File: src/rtl/key_if.sv
// Keypad signal bundle between the raw key lines and the conditioned key outputs.
// The master modport belongs to the side that drives key_raw; the conditioner uses slave.
interface key_if #(
    parameter int NUM_KEYS = 12
);
    logic [NUM_KEYS-1:0] key_raw;
    logic [NUM_KEYS-1:0] key_level;
    logic [NUM_KEYS-1:0] key_press;
    logic [NUM_KEYS-1:0] key_release;
    logic [NUM_KEYS-1:0] key_hold;
    logic                any_pressed;

    modport master (
        output key_raw,
        input  key_level, key_press, key_release, key_hold, any_pressed
    );

    modport slave (
        input  key_raw,
        output key_level, key_press, key_release, key_hold, any_pressed
    );
endinterface

File: src/rtl/key_conditioner.sv
// Per-key synchronizer, debounce FSM, press/release edge pulses and long-hold detection.
// Every key runs its own independent FSM and counters; nothing is shared between keys.
module key_conditioner #(
    parameter int NUM_KEYS        = 12,
    parameter int DEBOUNCE_CYCLES = 500000,
    parameter int HOLD_CYCLES     = 50000000
) (
    input  logic clk,
    input  logic rst_n,
    key_if.slave keys
);
    localparam logic [19:0] DB_LAST  = 20'(DEBOUNCE_CYCLES - 1);
    localparam logic [25:0] HOLD_MAX = 26'(HOLD_CYCLES);

    typedef enum logic [1:0] {
        STABLE_LO,
        PEND_HI,
        STABLE_HI,
        PEND_LO
    } key_state_e;

    logic [NUM_KEYS-1:0] meta;
    logic [NUM_KEYS-1:0] sync;
    logic [NUM_KEYS-1:0] level;
    logic [NUM_KEYS-1:0] press;
    logic [NUM_KEYS-1:0] rel;
    logic [NUM_KEYS-1:0] hold;

    // NOTE: non-blocking assignments make sync take last cycle's meta, so these really are two flops.
    always_ff @(posedge clk or negedge rst_n) begin
        if (!rst_n) begin
            meta <= '0;
            sync <= '0;
        end else begin
            meta <= keys.key_raw;
            sync <= meta;
        end
    end

    for (genvar k = 0; k < NUM_KEYS; k++) begin : g_key
        key_state_e  state;
        logic [19:0] db_cnt;
        logic [25:0] hold_cnt;
        logic        level_r;
        logic        press_r;
        logic        rel_r;
        logic        hold_r;

        always_ff @(posedge clk or negedge rst_n) begin
            if (!rst_n) begin
                state    <= STABLE_LO;
                db_cnt   <= '0;
                hold_cnt <= '0;
                level_r  <= 1'b0;
                press_r  <= 1'b0;
                rel_r    <= 1'b0;
                hold_r   <= 1'b0;
            end else begin
                press_r <= 1'b0;
                rel_r   <= 1'b0;

                // Hold time accrues through PEND_LO too, so a release-side bounce keeps it.
                if (level_r && (hold_cnt != HOLD_MAX)) begin
                    hold_cnt <= hold_cnt + 26'd1;
                    if (hold_cnt + 26'd1 == HOLD_MAX) begin
                        hold_r <= 1'b1;
                    end
                end

                case (state)
                    STABLE_LO: begin
                        hold_cnt <= '0;
                        if (sync[k]) begin
                            state  <= PEND_HI;
                            db_cnt <= '0;
                        end
                    end
                    PEND_HI: begin
                        if (!sync[k]) begin
                            state  <= STABLE_LO;
                            db_cnt <= '0;
                        end else if (db_cnt == DB_LAST) begin
                            state   <= STABLE_HI;
                            db_cnt  <= '0;
                            level_r <= 1'b1;
                            press_r <= 1'b1;
                        end else begin
                            db_cnt <= db_cnt + 20'd1;
                        end
                    end
                    STABLE_HI: begin
                        if (!sync[k]) begin
                            state  <= PEND_LO;
                            db_cnt <= '0;
                        end
                    end
                    PEND_LO: begin
                        if (sync[k]) begin
                            state  <= STABLE_HI;
                            db_cnt <= '0;
                        end else if (db_cnt == DB_LAST) begin
                            // Falling edge overrides the hold update above in the same cycle.
                            state    <= STABLE_LO;
                            db_cnt   <= '0;
                            level_r  <= 1'b0;
                            rel_r    <= 1'b1;
                            hold_r   <= 1'b0;
                            hold_cnt <= '0;
                        end else begin
                            db_cnt <= db_cnt + 20'd1;
                        end
                    end
                    default: begin
                        state  <= STABLE_LO;
                        db_cnt <= '0;
                    end
                endcase
            end
        end

        assign level[k] = level_r;
        assign press[k] = press_r;
        assign rel[k]   = rel_r;
        assign hold[k]  = hold_r;
    end

    assign keys.key_level   = level;
    assign keys.key_press   = press;
    assign keys.key_release = rel;
    assign keys.key_hold    = hold;
    assign keys.any_pressed = |level;
endmodule

File: src/flat_wrapper.sv
// flat-port wrapper written by rule: the top's interface ports become plain ports
module key_conditioner_flat 
#(
    parameter int NUM_KEYS        = 12,
    parameter int DEBOUNCE_CYCLES = 500000,
    parameter int HOLD_CYCLES     = 50000000
)
  (clk, rst_n, keys_key_raw, keys_key_level, keys_key_press, keys_key_release, keys_key_hold, keys_any_pressed);
  key_if #(.NUM_KEYS(NUM_KEYS)) keys_i ();
  input  logic clk;
  input  logic rst_n;
  input wire logic [$bits(keys_i.key_raw)-1:0] keys_key_raw;
  output wire logic [$bits(keys_i.key_level)-1:0] keys_key_level;
  output wire logic [$bits(keys_i.key_press)-1:0] keys_key_press;
  output wire logic [$bits(keys_i.key_release)-1:0] keys_key_release;
  output wire logic [$bits(keys_i.key_hold)-1:0] keys_key_hold;
  output wire logic [$bits(keys_i.any_pressed)-1:0] keys_any_pressed;
  assign keys_i.key_raw = keys_key_raw;
  assign keys_key_level = keys_i.key_level;
  assign keys_key_press = keys_i.key_press;
  assign keys_key_release = keys_i.key_release;
  assign keys_key_hold = keys_i.key_hold;
  assign keys_any_pressed = keys_i.any_pressed;
  key_conditioner #(.NUM_KEYS(NUM_KEYS), .DEBOUNCE_CYCLES(DEBOUNCE_CYCLES), .HOLD_CYCLES(HOLD_CYCLES)) u_core (.clk(clk), .rst_n(rst_n), .keys(keys_i));
endmodule
File: config.mk
export PLATFORM = sky130hd
export DESIGN_NAME = key_conditioner_flat
export DESIGN_NICKNAME = d
export VERILOG_FILES = /design/src/rtl/key_if.sv /design/src/rtl/key_conditioner.sv /design/src/flat_wrapper.sv
export SDC_FILE = /design/constraint.sdc
export NUM_CORES = 2
export LEC_CHECK = 0
export BUFFER_PORTS_ARGS = -buffer_cell sky130_fd_sc_hd__clkbuf_2
export CAP_MARGIN = 30
export CORE_ASPECT_RATIO = 0.6
export CORE_MARGIN = 2
export CORE_UTILIZATION = 50
export CTS_BUF_LIST = sky130_fd_sc_hd__clkbuf_4
export CTS_CLUSTER_SIZE = 24
export DETAILED_ROUTE_END_ITERATION = 10
export HOLD_SLACK_MARGIN = 0.12
export PLACE_DENSITY = 0.66
export SLEW_MARGIN = 20
export SYNTH_ARGS = -nofsm -noshare
export SYNTH_HDL_FRONTEND = slang
export SYNTH_SLANG_ARGS = --single-unit
File: constraint.sdc
create_clock -name clk -period 3.5 [get_ports clk]
set_clock_uncertainty 0.2 [all_clocks]
set_input_delay 0.7 -clock clk [delete_from_list [all_inputs] [get_ports clk]]
set_output_delay 0.7 -clock clk [all_outputs]
set_load 0.01 [all_outputs]
==> Word level (Yosys, flattened, before mapping) <==
Index checks and enable logic that the tools add are counted.
{ "word_totals": {"output_inout_bits": 49, "wordCells": 735, "reg_bits": 648, "in_bits": 14} }
{ "classes": {"add_sub_neg": 24, "n_reduce_logical": 73, "mux": 384, "eq_ne": 168} }
{ "op_table": {"columns": ["op", "n"], "rows": [
  ["$mux W20", 60],
  ["$pmux W20 S4", 12],
  ["$mux W26", 36],
  ["$pmux W26 S2", 12],
  ["$add A26 B1 Y26 const B", 12],
  ["$eq A26 B26 Y1 const B", 12],
  ["$ne A26 B26 Y1 const B", 12],
  ["$add A20 B1 Y20 const B", 12],
  ["$eq A20 B19 Y1 const B", 12],
  ["$mux W1", 168],
  ["$mux W2", 72],
  ["$ne A2 B1 Y1 const B", 48],
  ["$pmux W2 S4", 12],
  ["$reduce_and A5 Y1", 12],
  ["$eq A2 B2 Y1 const B", 24],
  ["$ne A2 B2 Y1 const B", 24],
  ["$reduce_and A4 Y1", 12],
  ["$ne A3 B1 Y1 const B", 12],
  ["$ne A3 B3 Y1 const B", 12],
  ["$eq A2 B1 Y1 const B", 12],
  ["$logic_not A2 Y1", 12],
  ["$pmux W1 S2", 12],
  ["$reduce_and A2 Y1", 12],
  ["$reduce_bool A2 Y1", 12],
  ["2 further kinds", 13]
]} }

==> Longest topological paths before layout <==
{ "depth": {"ltp_word": 7, "depth_mapped": 10, "ltp_nobuf": 9} }

==> Worst setup path before layout <==
Ideal clock, no wire load.
{ "synth_path": {"kind": "reg-to-reg", "startpoint": "reg u_core.g_key[8].db_cnt[0]", "endpoint": "reg u_core.g_key[8].hold_cnt[23]", "t_required_ns": 3.181, "path_slack_ns": 0.983, "period_less_slack_ns": 2.517, "path_buffers": 2, "stages_incl_launch_ff": 10, "setup_time_ns": 0.119, "arrival_time_ns": 2.199, "cell_sequence": "dfrtp_1 > ha_1 > nand4_1 > or4_1 > or3_1 > clkbuf_1 > or2_4 > a21oi_4 > buf_4 > nor2_1"} }
{ "synth_via": {"elab_chain_len": 4} }
{ "synth_lines": {"columns": ["item", "line_no", "rtl"], "rows": [
  ["start, declared", "key_conditioner.sv:42", "logic [19:0] db_cnt;"],
  ["start signal, assigned", "key_conditioner.sv:88", "db_cnt <= db_cnt + 20'd1;"],
  ["start signal, assigned", "key_conditioner.sv:110", "db_cnt <= db_cnt + 20'd1;"],
  ["$eq A20 B19 Y1", "key_conditioner.sv:101", "end else if (db_cnt == DB_LAST) begin"],
  ["$mux W26", "key_conditioner.sv:101", null],
  ["$mux W26", "key_conditioner.sv:98", "if (sync[k]) begin"],
  ["$pmux W26 S2", "key_conditioner.sv:70", "case (state)"],
  ["end signal, assigned", "key_conditioner.sv:64", "hold_cnt <= hold_cnt + 26'd1;"],
  ["end, declared", "key_conditioner.sv:43", "logic [25:0] hold_cnt;"]
]} }
No other way between the ends.
A chain may end at the register's enable or synchronous reset.

==> Worst setup path after layout <==
{ "layout_path": {"startpoint": "reg u_core.g_key[7].level_r", "endpoint": "out keys_any_pressed"} }
{ "layout_via": {"elab_chain_len": 1} }
{ "layout_lines": {"columns": ["item", "line_no", "rtl"], "rows": [
  ["start, declared", "key_conditioner.sv:44", "logic level_r;"],
  ["start signal, assigned", "key_conditioner.sv:54", "level_r <= 1'b0;"],
  ["start signal, assigned", "key_conditioner.sv:85", "level_r <= 1'b1;"],
  ["start signal, assigned", "key_conditioner.sv:105", "level_r <= 1'b0;"],
  ["$reduce_or A12 Y1", "key_conditioner.sv:131", "assign keys.any_pressed = |level;"],
  ["end, declared", "flat_wrapper.sv:17", "output wire logic [$bits(keys_i.any_pressed)-1:0] keys_any_pressed;"]
]} }
No other way between the ends.

==> qor.yml <==
worst_setup_path:
  crit_family: "simple AND/OR/NAND/NOR gates"
  crit_chain: "nor4_2 > nand3_1 > clkbuf_2"
  cp_data_required_time_ps: 2600
  cp_max_fo: 2
  critPathArrivalTime_ps: 2420
  max_stage_delay_ps: 540
  crit_cells: 3
  critPathBufInv: 1
  start_kind: "flop"
  cp-startpoint: "u_core.g_key[7].level_r"
  r2r-start: "u_core.g_key[3].db_cnt[6]"
  critical_path_class: "flop to primary output"
  end_kind: "primary output"
  worst_path_max_delay_cell: "nor4_2"
  ff2ff_path_depth: 7
worst_hold_path:
  hp-class: "flop to flop"
  hp-start: "u_core.meta[5]"
  hold_path_depth: 0
power:
  powerDensity_nw_per_um2: 485
  peakVddDrop_uv: 345
  power.leakage_nw: 17.0
clock_tree:
  post_cts_buffers: 0
  clock_latency_ps: 1080
  clkSinkCount: 648
  cts_tree: "done"
  cts-htree-levels: 4
  clk_path_buf_depth: 3
  cts_root_buffer: "clkbuf_4"
  cts_inserted_buffers: 162
  clk_pin_slew_ps: 80
floorplanning:
  initial_utilization_pct: 50.8
  core_um2: 72200
  io_pins: 63
  die_y_um: 214
  dieWidth_um: 354
  die_area_um2: 75600
  rows: 76
yosys:
  syn_avg_cell_area_um2: 8.88
  yosysTopAreaCell: "dfrtp_1"
  syn_nets: 4229
  ys_ff_latch: 648
  synth_ff_type: "dfrtp_1"
  synth.top_cell.area_share_pct: 44.2
  syn_inst: 4131
  synthTopCellsByCount: "dfrtp_1, nor2_1, nand2_1"
  ys_warn_count: 0
  syn-cell-area_um2: 36700
  synthArstFlopShare_pct: 100
  seq_area_frac_synth_pct: 44.2
  ys_types: 84
  synthTopCellsByArea: "dfrtp_1, nor2_1, xor2_1"
  yosysMostFrequentCell: "dfrtp_1"
  synth_edf_count: 0
placement:
  hpwl_um: 55900
  placed_area_um2: 37700
  dp_slack_ps: 579
  io_buffers: 62
  gp_congestion: 0.884
  dpl.cell_count: 5027
grt:
  antenna_found_initial: 4
  grt_overflow: 0
  grt_pass1_wl_um: 140000
  grt_max_degree: 99
  gr-usage-all-layers_pct: 22.1
  grt_pass1_vias: 27300
detailed_routing:
  drtAntennaViolNets: 0
  routedWlPerCell_um: 15.2
  drc: 0
  firstDrtPassIters: 6
  drt-initial-drc-count: 2667
  detail_route.vias_per_cell: 5.54
  num_vias: 29600
  routed_wl_um: 81500
sta:
  timing.final.ws_setup_ps: 176
  grt_setup_unrepaired: "false"
  layout_min_cycle_time_ps: 3320
  max-slew-margin-rel_pct: 43.1
  tns_ps: 0
  tightest_slew_ps: 848
  hold_viol: 0
  setup_viol: 0
  drv_slew: 0
  fin_crit_sh_pct: 95.0
  clock.fmax_mhz: 301
  whs_ps: 148
run_status:
  outcome: "finished clean"
cells_and_area:
  nets: 4341
  instances_no_fill: 5349
  finalInstanceArea_um2: 40200
  areaGrowthSynthToFinish_pct: 9.53
  final_layout_size_suffix_gt1_share_pct: 10.3
flow_run:
  cap_violations: 0
==> cell usage in the layout (no fill, tap or decap), types with 26 or more instances in the layout <==
cell / n
and3_1: 117
ha_1: 84
inv_1: 115
clkinv_1: 42
a21oi_1: 77
nor3_1: 91
nand2b_1: 29
or3_1: 57
and4_1: 44
xor2_1: 251
nor4_1: 43
nand3_1: 269
xnor2_1: 209
clkbuf_4: 228
nor4b_1: 35
mux2i_1: 26
o21ai_0: 243
nor2_1: 639
nand2_1: 431
buf_4: 55
clkbuf_2: 61
dfrtp_1: 648
dlygate4sd3_1: 26
nand4_1: 150
o31ai_1: 55
==> path summary, 6_finish.rpt <==
kind,slack [ps],endpoint
max in group asynchronous,1810,u_core.g_key[3].hold_cnt[12]
max,180,keys_any_pressed
min reg2reg,150,u_core.sync[5]
min,150,u_core.sync[5]
min in group asynchronous,640,u_core.g_key[10].hold_cnt[16]
max reg2reg,530,flop
==> flip-flops by register name, indices dropped and copies added, names as in the netlist, named ones only <==
name	flops
u_core.g_key.hold_r	12
u_core.meta	12
u_core.g_key.press_r	12
u_core.g_key.hold_cnt	312
u_core.g_key.state	12
u_core.sync	12
u_core.g_key.rel_r	12
u_core.g_key.db_cnt	240
u_core.g_key.level_r	12
==> through the flow <==
stage	utilization (%)	total power [mW]
4_1_cts	55.6	19.8
3_5_place_dp	52.3	12.9
5_1_grt	55.7	20.9
3_3_place_gp	52.3	12.8
2_1_floorplan	-	11.6
6_report	55.7	19.5
==> cell type report <==
class                      instances  area (um2)
clock buffer                     228        1710
inverter                         115         432
multi-input combinational       3164       19000
clock inverter                    60         419
tap                              975        1220
fill                            6587       32000
sequential                       648       16200
timing repair buffer             152        1170
antenna                            7        17.5
==> per-layer routing <==
metal	global-route usage (%)	routed length, um
met1	36.4	44700
met4	7.70	1590
met3	4.27	4780
met5	0	0
met2	27.8	30400
==> what timing repair did <==
item | in CTS | in global routing
endpoints found under the setup margin | 1 | 0
gates resized for setup | 1 | 0
endpoints found under the hold margin | 660 | 0
hold buffers | 27 | 0
==> power by group <==
part           internal, mW  switching [mW]  total [mW]
Sequential             7.75           0.268        8.02
Clock                  3.52            3.21        6.73
Combinational          1.39            3.35        4.74
==> logic make-up after synthesis <==
kind of cell / after synthesis / share of synthesized area (%)
and+or+nand+nor: 2055 / 27.7
DFF: 648 / 44.2
AOI/OAI and AO/OA: 516 / 8.75
xor gates and xnor gates: 460 / 11.0
buffers and inverters: 319 / 4.09
adders and majority gates: 84 / 2.86
muxes: 49 / 1.42
Note: power is estimated with default switching activity, not from simulation.
